File: config.mk
export PLATFORM = sky130hd
export DESIGN_NAME = gf_mul_serial
export DESIGN_NICKNAME = d
export VERILOG_FILES = /design/src/rtl/gf_mul_serial.sv
export SDC_FILE = /design/constraint.sdc
export NUM_CORES = 1
export LEC_CHECK = 0
export BUFFER_PORTS_ARGS = -buffer_cell sky130_fd_sc_hd__buf_2
export CAP_MARGIN = 30
export CORE_ASPECT_RATIO = 0.5
export CORE_MARGIN = 2
export CORE_UTILIZATION = 49
export DETAILED_ROUTE_END_ITERATION = 8
export PLACE_DENSITY = 0.72
export SYNTH_ARGS = -nofsm -noshare
export SYNTH_HDL_FRONTEND = slang
export SYNTH_SLANG_ARGS = --single-unit
File: constraint.sdc
create_clock -name clk -period 3.5 [get_ports clk]
set_input_delay 0.7 -clock clk [delete_from_list [all_inputs] [get_ports clk]]
set_output_delay 0.7 -clock clk [all_outputs]
set_load 0.01 [all_outputs]
File: src/rtl/gf_mul_serial.sv
// Digit-serial GF(2^DWIDTH) multiplier, Horner MSB-first, runtime reduction polynomial.
// Optional GMUL_SQR_EN macro adds a sqr input that selects a as the multiplier (squaring).
module gf_mul_serial #(
   parameter int DWIDTH = 8,
   parameter int DIGIT  = 1
) (
   input  logic              clk,
   input  logic              rst_n,
`ifdef GMUL_SQR_EN
   input  logic              sqr,
`endif
   input  logic              in_valid,
   output logic              in_ready,
   input  logic [DWIDTH-1:0] a,
   input  logic [DWIDTH-1:0] b,
   input  logic [DWIDTH-1:0] m,
   output logic              out_valid,
   input  logic              out_ready,
   output logic [DWIDTH-1:0] p,
   output logic              busy
);

   localparam int STEPS = DWIDTH / DIGIT;
   localparam int CW    = (STEPS > 1) ? $clog2(STEPS) : 1;

   typedef enum logic [1:0] {S_IDLE, S_RUN, S_DONE} state_t;

   state_t            state_q, state_d;
   logic [DWIDTH-1:0] a_q, a_d;
   logic [DWIDTH-1:0] b_q, b_d;
   logic [DWIDTH-1:0] m_q, m_d;
   logic [DWIDTH-1:0] acc_q, acc_d;
   logic [DWIDTH-1:0] p_q, p_d;
   logic [CW-1:0]     cnt_q, cnt_d;
   logic [DWIDTH-1:0] acc_step;
   logic [DWIDTH-1:0] mult_sel;
   logic              accept;
   logic              cnt_last;

   function automatic logic [DWIDTH-1:0] mul2(input logic [DWIDTH-1:0] x,
                                              input logic [DWIDTH-1:0] poly);
      return {x[DWIDTH-2:0], 1'b0} ^ (poly & {DWIDTH{x[DWIDTH-1]}});
   endfunction

   assign in_ready  = rst_n && ((state_q == S_IDLE) || ((state_q == S_DONE) && out_ready));
   assign accept    = in_valid && in_ready;
   assign out_valid = (state_q == S_DONE);
   assign busy      = (state_q == S_RUN);
   assign p         = p_q;
   assign cnt_last  = (cnt_q == CW'(STEPS - 1));

`ifdef GMUL_SQR_EN
   assign mult_sel = sqr ? a : b;
`else
   assign mult_sel = b;
`endif

   // b_q is shifted left each cycle, so the next multiplier digit is always at the top.
   always_comb begin
      acc_step = acc_q;
      for (int i = 0; i < DIGIT; i++) begin
         acc_step = mul2(acc_step, m_q) ^ (b_q[DWIDTH-1-i] ? a_q : '0);
      end
   end

   always_comb begin
      state_d = state_q;
      a_d     = a_q;
      b_d     = b_q;
      m_d     = m_q;
      acc_d   = acc_q;
      cnt_d   = cnt_q;
      p_d     = p_q;
      case (state_q)
         S_IDLE: ;
         S_RUN: begin
            acc_d = acc_step;
            b_d   = b_q << DIGIT;
            if (cnt_last) begin
               p_d     = acc_step;
               cnt_d   = '0;
               state_d = S_DONE;
            end else begin
               cnt_d = cnt_q + CW'(1);
            end
         end
         S_DONE: begin
            if (out_ready) state_d = S_IDLE;
         end
         default: state_d = S_IDLE;
      endcase
      // Accept overrides the DONE->IDLE exit so back-to-back operands skip IDLE.
      if (accept) begin
         a_d     = a;
         b_d     = mult_sel;
         m_d     = m;
         acc_d   = '0;
         cnt_d   = '0;
         state_d = S_RUN;
      end
   end

   always_ff @(posedge clk) begin
      if (!rst_n) begin
         state_q <= S_IDLE;
         acc_q   <= '0;
         cnt_q   <= '0;
         p_q     <= '0;
      end else begin
         state_q <= state_d;
         acc_q   <= acc_d;
         cnt_q   <= cnt_d;
         p_q     <= p_d;
      end
   end

   always_ff @(posedge clk) begin
      a_q <= a_d;
      b_q <= b_d;
      m_q <= m_d;
   end

endmodule

Word-level counts from Yosys, hierarchy flattened
Cells that the tools add are included.
Widths: inputs -> output; s select.
Cells by class
  add/subtract/negate cells: 1
  equal/unequal tests: 8
  multiplexer cells: 8
  bitwise operators: 5
  reductions and logical operators: 10
Operator list (count)
  $mux 8: 3
  $xor 8x8->8: 2
  $and 8x8->8: 1
  $ne 3x1->1 const B: 2
  $pmux 2 s3: 1
  $reduce_and 3->1: 2
  $mux 2: 2
  $ne 2x1->1 const B: 2
  $add 3x1->3 const B: 1
  $eq 3x3->1 const B: 1
  $logic_and 1x1->1: 3
  $mux 3: 1
  $eq 2x1->1 const B: 1
  $eq 2x2->1 const B: 1
  $logic_not 2->1: 1
  $ne 2x2->1 const B: 1
  $not 1->1: 2
  $reduce_and 2->1: 1
  $reduce_bool 2->1: 1
  $reduce_or 2->1: 1
  $logic_or 1x1->1: 1
  $mux 1: 1
Word-level totals
  bits in registers: 45
  input port bits: 28
  output and inout bits: 11

Logic depth before layout (Yosys ltp)
  word-level depth: 7
  mapped depth: 6

Worst setup path before layout
OpenSTA, ideal clock, no wires.
  kind: input to register
  from: in out_ready
  to: reg a_q[0] (enable)
  library setup time: 366 ps
  data arrival time: 1786 ps
  data required time: 3134 ps
  path slack: 1348 ps
  cell stages on the path: 4
  path buffers: 1
  cell sequence: and2b_4 or4_4 buf_6 inv_1
Between the ends
  cells in the longest elaborated chain, start to end: 4
RTL lines
  from (decl): RTL line 18  | input logic out_ready,
  $logic_and 1x1->1: RTL line 45  | assign in_ready = rst_n && ((state_q == S_IDLE) || ((state_q == S_DONE) && out_ready));
  $logic_or 1x1->1: RTL line 45
  $logic_and 1x1->1: RTL line 45
  $logic_and 1x1->1: RTL line 46  | assign accept = in_valid && in_ready;
  named net accept: RTL line 37  | logic accept;
  to (signal assigned): RTL line 118  | a_q <= a_d;
  to (decl): RTL line 29  | logic [DWIDTH-1:0] a_q, a_d;
The timed path passes the listed nets, and every way through them passes these cells.
A chain may end at the register's enable or synchronous reset.

Final worst setup path
  from: in rst_n
  to: reg a_q[0] (enable)
Between the ends
  cells in the longest elaborated chain, start to end: 2
RTL lines
  from (decl): RTL line 8  | input logic rst_n,
  $logic_and 1x1->1: RTL line 45
  $logic_and 1x1->1: RTL line 46
  named net accept: RTL line 37
The timed path passes the listed nets, and every way through them passes these cells.

==> flow_summary.toml <==
[logic_synthesis]
postSynthAreaPerCell_um2 = 11.7
seq_area_frac_synth = 0.547
syn_inst = 178
syn-cell-area_um2 = 2080
synth-seq-cells = 45
ys.flop_type = "edfxtp_1"
synth-edff-count = 24
ys_warn_count = 0
synth_cell_types = 36
synth_nets = 208
async_flop_share = 0

[clock_tree]
cts_tree = "built"
postCtsHoldBufs = 0
clk_pin_slew_ps = 90
cts_made_buffers = 5
clock_latency_ps = 300
cts_setup_buffers = 0
cts-root-to-sink-buffers = 2
cts_max_level = 2
cts_root_buffer = "clkbuf_8"
post_cts_resize_count = 0
clkSinkCount = 45

[floorplan]
core_area_um2 = 3980
num_rows = 16
ios = 39
initial_core_util = 0.523
dieHeight_um = 50.1
die_w_um = 96.2
die-area_um2 = 4820

[drt]
drc = 0
drt_first_pass_iters = 4
drtIter0Drc = 116
vias = 1475
totalWireLength_um = 4270
wire_per_inst_um = 15.8
routed_via_density = 5.46
postRouteAntennaNets = 0

[worst_setup_path]
critical_path_class = "primary input to flip-flop"
critPathLaunchType = "primary input"
endpoint_kind = "flip-flop"
path_max_fanout = 17
cp.required_ps = 3430
crit_arrival_ps = 2220

[finish]
syn_to_final_growth_pct = 16.4
n_antenna_cell = 0
fillers = 327
design_area_um2 = 2430
nets = 245
fin_cells = 270
final_layout_size_suffix_gt1_frac = 0.269

[sta]
clock_skew_ps = 7.47
hold_violations = 0
rsz0062_at_grt = "false"
setup_viol = 0
slew_violations = 0
maxSlewHeadroom = 0.499
worst_pin_slew_ps = 745
fmax_mhz = 438
setup_tns_ps = 0
post-route-min-period_ps = 2280
finalCritPeriodShare = 0.652

[global_route]
grt_util_all_layers = 0.200
grt_pass1_wl_um = 6890
antenna_found_initial = 0
grt_pass1_vias = 1444
grt-ovfl-total = 0
grt_max_degree = 22

[placed_design]
dp_cells = 262
port_buffers = 38
dp_hpwl_um = 3090
placed_area_um2 = 2310
globalplace.congestion = 0.730

[pwr]
ir_worst_vdd_uv = 256
clkPwrFrac = 0.374
swShare = 0.221
netSwitchingPower_uw = 244
p_leak_uw = 0.00103
power.density_nw_per_um2 = 457
seqPwrFrac = 0.539
power.internal_uw = 863
pwr-share-comb = 0.087

[flow_run]
maxCapViolations = 0

[run_status]
outcome = "completed"

[worst_hold_path]
min_path_type = "flip-flop to flip-flop"
[power by group through the flow]
stage | clock, µW | sequential [µW] | combinational (µW)
floorplan | 0 | 600 | 71.0
global route | 447 | 600 | 106
detailed placement | 0 | 609 | 97.4
global placement | 0 | 607 | 93.2
CTS | 423 | 597 | 97.9
finish | 414 | 597 | 96.8
[worst paths after layout]
| path | startpoint | endpoint | slack [ps] | depth (start not counted) |
|---|---|---|---|---|
| worst max register to register | state_q[1] | a_q[0] | 1490 | 3 |
| worst min-delay path | cnt_q[1] | cnt_q[1] | 460 | 2 |
| worst min register to register | cnt_q[1] | cnt_q[1] | 460 | 2 |
| worst max-delay path | rst_n | a_q[0] | 1220 | 4 |
[state kept, by name, indices dropped and copies added, names as in the netlist]
register and flops:
a_q 8, acc_q 8, b_q 8, m_q 8
p 8, cnt_q 3, state_q 2
[cell usage in the layout (no fill, tap or decap), types with 2 or more instances in the layout]
master	instances
buf_2	38
nand2_1	35
edfxtp_1	24
dfxtp_1	21
mux2_4	7
and3b_1	7
o22ai_1	7
a31oi_1	7
xnor3_1	6
a21oi_1	6
a21boi_0	6
o211ai_1	6
or4_1	6
clkbuf_8	6
inv_1	5
nor2_1	3
nand2b_1	2
nor2b_1	2
a211oi_1	2
ha_1	2
buf_4	2
[routing by layer]
metal / wire length, µm / vias up / track usage
met5: 0 / - / 0
met4: 32 / 0 / 0.0429
met3: 282 / 4 / 0.0780
met2: 2100 / 39 / 0.315
met1: 1860 / 700 / 0.261
li1: - / 732 / -
[synth_stat cells, drive strengths merged, types with 2 or more instances]
cell type,count,share of area
nor2,3,0.0054
nand2b,2,0.0060
ha,2,0.012
and3b,7,0.029
mux2,7,0.050
a31oi,7,0.021
inv,5,0.0090
a21oi,6,0.014
dfxtp,21,0.20
edfxtp,24,0.35
a21boi,6,0.022
o22ai,7,0.021
buf,4,0.013
or4,7,0.027
nand2,35,0.063
o211ai,6,0.022
clkbuf,6,0.011
nor2b,2,0.0060
xnor3,6,0.065
a211oi,2,0.0072
[area by class of cell]
type,instances,area (µm²),area share
clock inverters,2,36.3,0.0150
clock buffers,6,82.6,0.0340
repair buffers,40,205,0.0846
flip-flops and latches,45,1140,0.470
multi-input cells,118,875,0.360
well taps,54,67.6,0.0278
inverters,5,18.8,0.00774
[metrics by stage]
step	util	total power (µW)	hold slack, ps	setup WS, ps
global route	0.609	1150	501	1150
finish	0.609	1110	464	1220
floorplan	-	671	440	1350
global placement	0.579	701	447	964
detailed placement	0.579	707	457	906
CTS	0.609	1120	470	1230
[logic make-up (layout without fill, tap and decap cells)]
| logic type | count (synthesis) | in the layout | synth area share |
|---|---|---|---|
| compound gates | 39 | 39 | 0.128 |
| xor+xnor | 7 | 7 | 0.0690 |
| fa+ha+maj | 2 | 2 | 0.0120 |
| buf+inv | 15 | 53 | 0.0330 |
| flops | 45 | 45 | 0.547 |
| mux | 7 | 7 | 0.0504 |
| simple gates | 63 | 63 | 0.160 |
[worst max-delay path, stage by stage]
cell	delay, ps
buf_2	190
inv_1	110
or4_4	640
inv_1	570
(Power assumes the default switching activity.)
